**config.mk**
```make
export PLATFORM = sky130hd
export DESIGN_NAME = pattern_tx_101_flat
export DESIGN_NICKNAME = d
export VERILOG_FILES = /design/src/rtl/pattern_tx_101_if.sv /design/src/rtl/pattern_tx_101.sv /design/src/flat_wrapper.sv
export SDC_FILE = /design/constraint.sdc
export NUM_CORES = 1
export LEC_CHECK = 0
export CAP_MARGIN = 20
export CORE_AREA = 10 10 61 63
export CTS_BUF_LIST = sky130_fd_sc_hd__clkbuf_8
export DETAILED_ROUTE_END_ITERATION = 16
export DIE_AREA = 0 0 71 73
export PLACE_DENSITY = 0.62
export REMOVE_ABC_BUFFERS = 1
export SLEW_MARGIN = 40
export SYNTH_ARGS = -nofsm -noshare
export SYNTH_HDL_FRONTEND = slang
export SYNTH_SLANG_ARGS = --single-unit
```
**constraint.sdc**
```tcl
create_clock -name clk -period 2.31 [get_ports clk]
set_input_delay 0.231 -clock clk [delete_from_list [all_inputs] [get_ports clk]]
set_output_delay 0.231 -clock clk [all_outputs]
set_load 0.02 [all_outputs]
```
**src/rtl/pattern_tx_101_if.sv**
```systemverilog
// pattern_tx_101_if: handshake and serial-stream bundle for pattern_tx_101.
//   start      : frame request from the controlling logic
//   data       : payload word, captured when start is accepted
//   dout       : serial bit stream toward the "101" detector
//   dout_valid : dout carries a preamble, payload or parity bit
//   busy       : a frame (including its gap) is in progress
//   done       : one-cycle pulse on return to IDLE after a frame
// master = controlling logic, slave = transmitter.
interface pattern_tx_101_if #(
  parameter int DATA_W = 8
) ();
  logic              start;
  logic [DATA_W-1:0] data;
  logic              dout;
  logic              dout_valid;
  logic              busy;
  logic              done;

  modport master (
    output start, data,
    input  dout, dout_valid, busy, done
  );

  modport slave (
    input  start, data,
    output dout, dout_valid, busy, done
  );
endinterface

```
**src/rtl/pattern_tx_101.sv**
```systemverilog
// pattern_tx_101: serial frame transmitter feeding the "101" sequence detector.
// On an accepted start it sends a fixed 1,0,1 preamble, then the payload
// MSB-first, then (optionally) an even-parity bit, then GAP_CYCLES zero bits.
// Parameters : DATA_W (1..32) payload width, GAP_CYCLES (0..255) idle bits.
// Ports      : clk, rst (synchronous, active-high), bus (pattern_tx_101_if.slave:
//              start/data in, dout/dout_valid/busy/done out, all registered).
// Macro      : PATTERN_TX_PARITY_EN adds the parity state after the payload.
module pattern_tx_101 #(
  parameter int DATA_W     = 8,
  parameter int GAP_CYCLES = 0
) (
  input logic             clk,
  input logic             rst,
  pattern_tx_101_if.slave bus
);

  localparam int BIT_W = $clog2(DATA_W + 1);
  localparam int GAP_W = (GAP_CYCLES > 0) ? $clog2(GAP_CYCLES + 1) : 1;

  localparam logic [2:0] ST_IDLE = 3'd0;
  localparam logic [2:0] ST_PRE  = 3'd1;
  localparam logic [2:0] ST_PAY  = 3'd2;
  localparam logic [2:0] ST_GAP  = 3'd4;

  localparam logic [BIT_W-1:0] BIT_LAST = BIT_W'(DATA_W - 1);
  localparam logic [GAP_W-1:0] GAP_LAST = GAP_W'((GAP_CYCLES > 0) ? (GAP_CYCLES - 1) : 0);

  // Where a frame goes once its last data-carrying bit has been sent.
  localparam logic [2:0] ST_AFTER_FRAME = (GAP_CYCLES > 0) ? ST_GAP : ST_IDLE;

`ifdef PATTERN_TX_PARITY_EN
  localparam logic [2:0] ST_PAR       = 3'd3;
  localparam logic [2:0] ST_AFTER_PAY = ST_PAR;

  // Even parity: XOR of all payload bits.
  function automatic logic even_parity_f(input logic [DATA_W-1:0] word);
    return ^word;
  endfunction

  logic par_r;
`else
  localparam logic [2:0] ST_AFTER_PAY = ST_AFTER_FRAME;
`endif

  logic [2:0]        state_r;
  logic [DATA_W-1:0] shift_r;
  logic [BIT_W-1:0]  bit_cnt_r;
  logic [1:0]        pre_cnt_r;
  logic [GAP_W-1:0]  gap_cnt_r;
  logic              dout_r;
  logic              dout_valid_r;
  logic              busy_r;
  logic              done_r;

  // Outputs are computed from the state held before the edge, so every output
  // lags the FSM by one cycle; done is the first IDLE cycle after busy.
  // Frame FSM, counters, shift register and registered outputs.
  always_ff @(posedge clk) begin
    if (rst) begin
      state_r      <= ST_IDLE;
      shift_r      <= '0;
      bit_cnt_r    <= '0;
      pre_cnt_r    <= 2'd0;
      gap_cnt_r    <= '0;
      dout_r       <= 1'b0;
      dout_valid_r <= 1'b0;
      busy_r       <= 1'b0;
      done_r       <= 1'b0;
`ifdef PATTERN_TX_PARITY_EN
      par_r        <= 1'b0;
`endif
    end else begin
      dout_r       <= 1'b0;
      dout_valid_r <= 1'b0;
      busy_r       <= 1'b0;
      done_r       <= 1'b0;
      case (state_r)
        ST_IDLE: begin
          // busy_r still high means the previous cycle was the last frame bit.
          done_r <= busy_r;
          if (bus.start) begin
            shift_r   <= bus.data;
            bit_cnt_r <= '0;
            pre_cnt_r <= 2'd0;
            gap_cnt_r <= '0;
`ifdef PATTERN_TX_PARITY_EN
            par_r     <= even_parity_f(bus.data);
`endif
            state_r   <= ST_PRE;
          end else begin
            state_r   <= ST_IDLE;
          end
        end
        ST_PRE: begin
          // Preamble 1,0,1 is simply the inverted LSB of the 0,1,2 counter.
          dout_r       <= ~pre_cnt_r[0];
          dout_valid_r <= 1'b1;
          busy_r       <= 1'b1;
          if (pre_cnt_r == 2'd2) begin
            state_r <= ST_PAY;
          end else begin
            pre_cnt_r <= pre_cnt_r + 2'd1;
          end
        end
        ST_PAY: begin
          dout_r       <= shift_r[DATA_W-1];
          dout_valid_r <= 1'b1;
          busy_r       <= 1'b1;
          shift_r      <= shift_r << 1;
          if (bit_cnt_r == BIT_LAST) begin
            state_r <= ST_AFTER_PAY;
          end else begin
            bit_cnt_r <= bit_cnt_r + BIT_W'(1);
          end
        end
`ifdef PATTERN_TX_PARITY_EN
        ST_PAR: begin
          dout_r       <= par_r;
          dout_valid_r <= 1'b1;
          busy_r       <= 1'b1;
          state_r      <= ST_AFTER_FRAME;
        end
`endif
        ST_GAP: begin
          busy_r <= 1'b1;
          if (gap_cnt_r == GAP_LAST) begin
            state_r <= ST_IDLE;
          end else begin
            gap_cnt_r <= gap_cnt_r + GAP_W'(1);
          end
        end
        default: begin
          state_r <= ST_IDLE;
        end
      endcase
    end
  end

  assign bus.dout       = dout_r;
  assign bus.dout_valid = dout_valid_r;
  assign bus.busy       = busy_r;
  assign bus.done       = done_r;

endmodule

```
**src/flat_wrapper.sv**
```systemverilog
// flat-port wrapper written by rule: the top's interface ports become plain ports
module pattern_tx_101_flat 
#(
  parameter int DATA_W     = 8,
  parameter int GAP_CYCLES = 0
)
  (clk, rst, bus_start, bus_data, bus_dout, bus_dout_valid, bus_busy, bus_done);
  pattern_tx_101_if #(.DATA_W(DATA_W)) bus_i ();
  input logic clk;
  input logic rst;
  input wire logic [$bits(bus_i.start)-1:0] bus_start;
  input wire logic [$bits(bus_i.data)-1:0] bus_data;
  output wire logic [$bits(bus_i.dout)-1:0] bus_dout;
  output wire logic [$bits(bus_i.dout_valid)-1:0] bus_dout_valid;
  output wire logic [$bits(bus_i.busy)-1:0] bus_busy;
  output wire logic [$bits(bus_i.done)-1:0] bus_done;
  assign bus_i.start = bus_start;
  assign bus_i.data = bus_data;
  assign bus_dout = bus_i.dout;
  assign bus_dout_valid = bus_i.dout_valid;
  assign bus_busy = bus_i.busy;
  assign bus_done = bus_i.done;
  pattern_tx_101 #(.DATA_W(DATA_W), .GAP_CYCLES(GAP_CYCLES)) u_core (.clk(clk), .rst(rst), .bus(bus_i));
endmodule
```
Word-level counts from Yosys, hierarchy flattened --
Cells that the tools add are included.
Word-level totals: flip-flop bits (word level) 22, latch bits 0, RAM bits 0, ROM bits 0, logic and storage cells 56, memories 0
Operators by class: $add $sub $neg 3, multipliers 0, divide/modulo/power cells 0, $lt $le $gt $ge 0, eq/ne operators 11, shifts and indexed selects 0, muxes and demuxes 19, bitwise gates (word level) 2, reductions and logical operators 12
Operator list (count):
- one-hot mux 8 bit (2 select lines) | 1
- one-hot mux 3 bit (4 select lines) | 1
- 2-to-1 mux 3 bit | 3
- AND reduction 3 bit | 3
- 2-to-1 mux 4 bit | 2
- 2-to-1 mux 8 bit | 1
- != test 2 bit (second input constant) | 4
- one-hot mux 4 bit (2 select lines) | 1
- nonzero test 2 bit | 3
- 2-to-1 mux 1 bit | 5
- adder 4 x 1 -> 4 bit (second input constant) | 1
- equality test 4 x 3 -> 1 bit (second input constant) | 1
- 2-to-1 mux 2 bit | 2
- != test 2 x 1 -> 1 bit (second input constant) | 2
- one-hot mux 1 bit (2 select lines) | 2
- one-hot mux 2 bit (2 select lines) | 1
- AND reduction 2 bit | 2
- OR reduction 2 bit | 2
- equality test 3 x 1 -> 1 bit (second input constant) | 1
- equality test 3 x 2 -> 1 bit (second input constant) | 1
- equality test 3 bit (second input constant) | 1
- logical NOT 3 bit | 1
- OR reduction 3 bit | 1
- adder 2 x 1 -> 2 bit (second input constant) | 1
- other kinds (3) | 4

Depth between registers and ports, before layout --
Gate-level depths: netlist (run 1).
depth after elaboration 3, depth in mapped cells 7

Least setup slack after synthesis (run 1) --
Ideal clock, no wire load.
kind reg2reg, start register u_core.state_r[1], end register u_core.bit_cnt_r[3], setup time 0.070 ns, arrival 1.538 ns, data required time 2.240 ns, setup slack 0.702 ns, stages on the path, launching flop included 7, path buffers 0, cell sequence dfxtp_1 > inv_1 > ha_1 > mux2i_1 > o21bai_4 > or4_1 > a21oi_1
On the way: cells in the longest elaborated chain, start to end 3, elaborated cells between the ends (all ways) 7, those cells by class 3 x eq/ne; 1 x mux; 3 x reduce/logical
Ends and longest elaborated chain:
- start, declared | RTL line pattern_tx_101.sv:45 | logic [2:0] state_r;
- start signal, assigned | RTL line pattern_tx_101.sv:60 | state_r <= ST_IDLE;
- start signal, assigned | RTL line pattern_tx_101.sv:89 | state_r <= ST_PRE;
- start signal, assigned | RTL line pattern_tx_101.sv:91 | state_r <= ST_IDLE;
- equality test 3 x 2 -> 1 bit / logical NOT 3 bit (equally long branches) | RTL line pattern_tx_101.sv:77 | case (state_r)
- != test 2 bit (no line) / nonzero test 2 bit (equally long branches)
- AND reduction 3 bit (no line)
- end signal, assigned | RTL line pattern_tx_101.sv:113 | bit_cnt_r <= bit_cnt_r + BIT_W'(1);
- end, declared | RTL line pattern_tx_101.sv:47 | logic [BIT_W-1:0] bit_cnt_r;
Parallel ways exist; a longest one is shown, timed or not. A chain may end at the register's enable or synchronous reset.

Worst setup path in the final report (run 1) --
Ends and elaborated chain as after synthesis.

==> out/results.txt, run 1 <==
CTS sink cnt - 19
first-pass GRT wire length - 3260 µm
Logic pwr share - 14.1%
asr flop ratio synth - 0%
Synth area leaders - dfxtp_1 (39%), mux2i_1 (10%), ha_1 (8.9%)
final WL - 1920 µm
vias post-DR - 772
clock share of power - 34.3%
Worst-Margin Slew - 0.682 ns
peak supply drop - 329 µV
worst min-delay path class - reg -> reg
DRT iter0 DRCs - 13
PD cells - 578 mW/mm²
FF-to-FF path depth - 6
cts bufs inserted - 3
Critical Path Source Type - register
syn_area_per_cell - 9.12 µm²
Tcrit/Tclk final - 76.3%
Worst Hold Depth - 2
Setup Slack @ Placement - 0.452 ns
synth cell count leaders - dfxtp_1 (19), nor2_1 (11), mux2i_1 (10), a21oi_1 (8)
most numerous cell in the Yosys netlist - dfxtp_1
Slew Viols, Final - 0
Sw Ratio - 25.0%
row count - 19
final hold violation count - 0
Synth top area share - 38.6%
setup TNS - 0 ns
crit end category - register
Via density - 5.05
RSZ-0062 raised after global routing - false
Post-Syn Area - 985 µm²
min-delay src - u_core.shift_r[0]$_SDFFE_PP0P_
DPL Wire Length - 1460 µm
Remaining DRCs - 0
Post-synth EDFFs - 0
post-synthesis sequential area ratio - 38.6%
CTS H-tree lvls - 1
initial antenna violation count - 0
# resized after CTS - 0
GRT overflow - 0
vias in the first global route - 794
Die X - 71 µm
Area growth syn-to-layout - 20.1%
final setup margin - 0.547 ns
Final min period - 1.76 ns
Syn Inst Count - 108
Antenna Violating Nets Remaining - 0
Clock Latency Late Sink - 0.26 ns
Critical Path AT - 1.95 ns
worst reg2reg startpoint - u_core.state_r[1]$_SDFFE_PP0P_
PortBufs - 14
Worst slew margin - 54.4%
Worst Setup SP - u_core.state_r[1]$_SDFFE_PP0P_
RD Place Congestion - 0.808
Max-cap violations - 0
Clock Path Buffers - 2
Worst-path clk slew - 0.07 ns
Total GRT Usage - 7.68%
P_int - 0.513 mW
# diodes - 0
fillers - 274
hold_buf cts - 0
status - completed
Yosys reg bits - 19
drt wl/cell - 12.6 µm
postcts setup bufs - 0
share of cells above drive strength 1 - 6.56%
Lkg Pwr - 0.434 nW
core area - 0.00262 mm²
final setup violation count - 0
I/O pin count - 15
Critical Path Fanout Max - 6
first-pass iteration count of the detailed router - 4
CTS tree - built
Die ar. - 0.00518 mm²
cell taking the most area after synthesis - dfxtp_1
Fmax achieved - 567 MHz
Chip Height - 73 µm
Sw Pwr - 0.171 mW
root buffer cell - clkbuf_8
Sequential Power Share - 51.6%
unique cell type count in the Yosys netlist - 32
nets - 141
crit path kind - reg -> reg
Clock Skew - 0.00230 ns
prevailing post-synth register cell - dfxtp_1
largest net degree at the start of global routing - 20
Initial Util - 37.7%
worst endpoint required time - 2.49 ns
yosys warns - 0
## kinds of logic (layout without fill, tap and decap cells)
| family | after synthesis | in the layout | synth area share (%) |
|---|---|---|---|
| flip-flops | 19 | 19 | 38.6 |
| AO/OA/AOI/OAI | 24 | 24 | 17.0 |
| buffers and inverters | 12 | 26 | 6.23 |
| adder cells (fa/ha/maj) | 7 | 7 | 8.89 |
| AND/OR/NAND/NOR | 35 | 35 | 17.9 |
| multiplexers | 11 | 11 | 11.3 |
## power by group through the flow
stage	combinational [mW]	clock [mW]	sequential [mW]
after floorplan	0.0543	0	0.362
after global placement	0.0951	0	0.360
after detailed placement	0.0973	0	0.361
after CTS	0.0977	0.243	0.353
after global routing	0.109	0.253	0.355
final	0.0962	0.235	0.353
## layout by cell type (no fill, tap or decap), types with 3 or more instances in the layout
| cell type | count |
|---|---|
| clkbuf_8 | 3 |
| a21oi_1 | 8 |
| mux2i_1 | 10 |
| nor2_1 | 11 |
| dfxtp_1 | 19 |
| nor2b_1 | 5 |
| ha_1 | 7 |
| clkdlybuf4s50_1 | 14 |
| inv_1 | 7 |
| a211oi_1 | 7 |
| nand2_1 | 7 |
## through the flow
stage          power [mW]  util [%]  area [µm²]  instances  hold WS [ns]
2_1_floorplan       0.416         -         950        103         0.300
3_3_place_gp        0.455      43.4        1140        149         0.449
3_5_place_dp        0.458      43.4        1140        149         0.451
4_1_cts             0.693      45.2        1180        153         0.468
5_1_grt             0.717      45.2        1180        153         0.501
6_report            0.684      45.2        1180        153         0.462
## worst paths after layout
path	endpoint	slack, ns
worst max-delay path	u_core.bit_cnt_r[3]$_SDFFE_PP0P_	0.55
worst max register to register	u_core.bit_cnt_r[3]$_SDFFE_PP0P_	0.55
worst min-delay path	u_core.shift_r[0]$_SDFFE_PP0P_	0.46
worst min register to register	u_core.shift_r[0]$_SDFFE_PP0P_	0.46
## registers in the layout (all words and copies together) (netlist names)
register and flops:
u_core.bus.done 1, u_core.state_r 2, u_core.pre_cnt_r 2, u_core.bus.busy 1
u_core.shift_r 8, u_core.bus.dout 1, u_core.bit_cnt_r 4
## final cells by class
cell class                 instances  area (µm²)  area share [%]
clock inverter                     1        5.00           0.423
timing repair buffer              15         148            12.5
clock buffer                       3        41.3            3.49
sequential                        19         380            32.2
inverter                           7        26.3            2.22
tap                               31        38.8            3.28
multi-input combinational         77         543            45.9
## metal layers
metal,up-vias,wire length (µm),GRT usage [%],share of wire [%]
li1,405,-,-,-
met1,353,883,7.87,46
met2,10,961,13.9,50
met3,4,39,1.36,2.0
met4,0,40,5.16,2.1
met5,-,0,0,0
## critical path, cell delays in order (launching register included)
cell and delay, ns:
dfxtp_1 0.38, inv_1 0.09, ha_1 0.26, mux2i_1 0.16, o21bai_4 0.20, or4_1 0.46, a21oi_1 0.12
No activity file was read; power rests on OpenSTA's default activity.
==> run 2: changes to the inputs <==
Clock period 2.31 ns to 1.7 ns, I/O delays scaled along.
==> out/results.txt, run 2 (synthesis gave the netlist of run 1 again) <==
Lkg Pwr - 0.466 nW (+7.4%)
placed cell area - 0.00117 mm² (+3.3%)
# diodes - 0 (unchanged)
Final min period - 1.60 ns (-0.158 ns)
peak supply drop - 477 µV (+45%)
Chip Height - 73 µm (unchanged)
vias in the first global route - 829 (+4.4%)
Fmax achieved - 623 MHz (+9.9%)
final WL - 2060 µm (+7.1%)
worst endpoint required time - 1.90 ns (-0.59 ns)
DRT iter0 DRCs - 26 (+13)
top flop regs - u_core.shift_r: 8 flops, u_core.bit_cnt_r: 4 flops
nets - 147 (+4.3%)
root buffer cell - clkbuf_8
Max-cap violations - 0 (unchanged)
final hold violation count - 0 (unchanged)
Clock Latency Late Sink - 0.26 ns (about the same)
crit end category - register
RD Place Congestion - 0.786 (-2.8%)
Worst Setup SP - u_core.state_r[0]$_SDFFE_PP0P_
hold_buf cts - 0 (unchanged)
fin area - 0.00125 mm² (+6.1%)
initial antenna violation count - 0 (unchanged)
Die X - 71 µm (unchanged)
Design Power - 0.949 mW (+39%)
Remaining DRCs - 0 (unchanged)
I/O pin count - 15 (unchanged)
Via density - 5.07 (+0.46%)
Critical Path Source Type - register
CTS H-tree lvls - 1 (unchanged)
drt wl/cell - 13.0 µm (+3.0%)
largest net degree at the start of global routing - 16 (-20%)
Layout Utilization - 48.0% (+2.8 points)
Multi-input gate area - 566 µm² (+4.1%)
most common cell after layout, fill and taps aside - dfxtp_1
worst reg2reg startpoint - u_core.state_r[0]$_SDFFE_PP0P_
Clock Skew - 0.00124 ns (-0.00107 ns)
Worst slew margin - 69.2% (+15 points)
status - completed
cts bufs inserted - 3 (unchanged)
worst min-delay path class - reg -> reg
Tcrit/Tclk final - 94.4% (+18 points)
core area - 0.00262 mm² (unchanged)
RSZ-0062 raised after global routing - false
row count - 19 (unchanged)
CTS sink cnt - 19 (unchanged)
Initial Util - 37.7% (unchanged)
max reg flops - 8 (unchanged)
flip-flop and latch area - 385 µm² (+1.3%)
crit path kind - reg -> reg
Total GRT Usage - 8.11% (+0.43 points)
crit path to - u_core.bit_cnt_r[3]$_SDFFE_PP0P_
Die ar. - 0.00518 mm² (unchanged)
DPL Wire Length - 1570 µm (+7.0%)
Antenna Violating Nets Remaining - 0 (unchanged)
hold_ws - 0.459 ns (-0.00232 ns)
vias post-DR - 806 (+4.4%)
Worst-Margin Slew - 0.460 ns (-0.222 ns)
Slew Viols, Final - 0 (unchanged)
Worst-path clk slew - 0.07 ns (about the same)
PortBufs - 14 (unchanged)
first-pass iteration count of the detailed router - 6 (+2)
final setup violation count - 0 (unchanged)
Top reg by flops - u_core.shift_r
Clock Path Buffers - 2 (unchanged)
fillers - 258 (-5.8%)
Critical Path AT - 1.81 ns (-0.14 ns)
FF-to-FF path depth - 6 (unchanged)
Critical Path Fanout Max - 5 (-1)
most frequent cells in the layout - dfxtp_1 (17), clkdlybuf4s50_1 (14), nor2_1 (11)
first-pass GRT wire length - 3510 µm (+7.9%)
GRT overflow - 0 (unchanged)
Area growth syn-to-layout - 27.4%
PD cells - 756 mW/mm² (+31%)
flop2flop setup slack - 0.1 ns (-0.45 ns)
share of cells above drive strength 1 - 16.4% (+9.8 points)
CTS tree - built
Reg2Reg Capture Point - u_core.bit_cnt_r[3]$_SDFFE_PP0P_
==> run 2: power by group <==
| part | internal [mW] | switching [mW] |
|---|---|---|
| registers | 0.466 | 0.0118 |
| logic | 0.0733 | 0.0691 |
| clock network | 0.163 | 0.164 |
==> run 2: worst min path at each step <==
| stage | start | to | slack, ns | depth (start not counted) |
|---|---|---|---|---|
| 6_report | u_core.shift_r[0]$_SDFFE_PP0P_ | u_core.shift_r[0]$_SDFFE_PP0P_ | 0.46 | 2 |
| 5_1_grt | u_core.shift_r[0]$_SDFFE_PP0P_ | u_core.shift_r[0]$_SDFFE_PP0P_ | 0.49 | 2 |
| 4_1_cts | u_core.shift_r[0]$_SDFFE_PP0P_ | u_core.shift_r[0]$_SDFFE_PP0P_ | 0.47 | 2 |
| 3_5_place_dp | u_core.shift_r[0]$_SDFFE_PP0P_ | u_core.shift_r[0]$_SDFFE_PP0P_ | 0.46 | 2 |
| 3_3_place_gp | u_core.shift_r[0]$_SDFFE_PP0P_ | u_core.shift_r[0]$_SDFFE_PP0P_ | 0.45 | 2 |
| 2_1_floorplan | rst | u_core.bit_cnt_r[1]$_SDFFE_PP0P_ | 0.24 | 1 |
==> run 2: what timing repair did <==
item                                    CTS  global route
pin swaps                                 0             0
setup buffers                             0             1
gates resized for setup                   5             4
endpoints found under the setup margin    1             1
==> run 2: per-stage QoR <==
stage	TNS, ns	worst slack (ns)	cells
3_5_place_dp	-0.0228	-0.0228	154
5_1_grt	0	0.00600	159
2_1_floorplan	0	0.0495	103
4_1_cts	0	0.0292	158
6_report	0	0.0956	159
3_3_place_gp	0	0.0763	154
==> run 2: final cells by class <==
cell class                      count  area share [%]
Multi-Input combinational cell     77            45.1
Sequential cell                    19            30.7
Timing Repair Buffer               21            15.4
Clock buffer                        3            3.29
Tap cell                           31            3.09
Inverter                            7            2.09
Clock inverter                      1           0.399
==> run 2: layer usage <==
layer	GRT usage, %	share of wire [%]
met3	1.77	3.9
met2	15.3	52
met5	0	0
met1	8.23	41
met4	3.87	2.5
==> run 2: critical path: stages (launching register included) <==
cell	delay [ns]
dfxtp_2	0.34
inv_2	0.07
ha_2	0.20
mux2i_1	0.14
o21bai_4	0.20
or4_4	0.49
a21oi_2	0.12
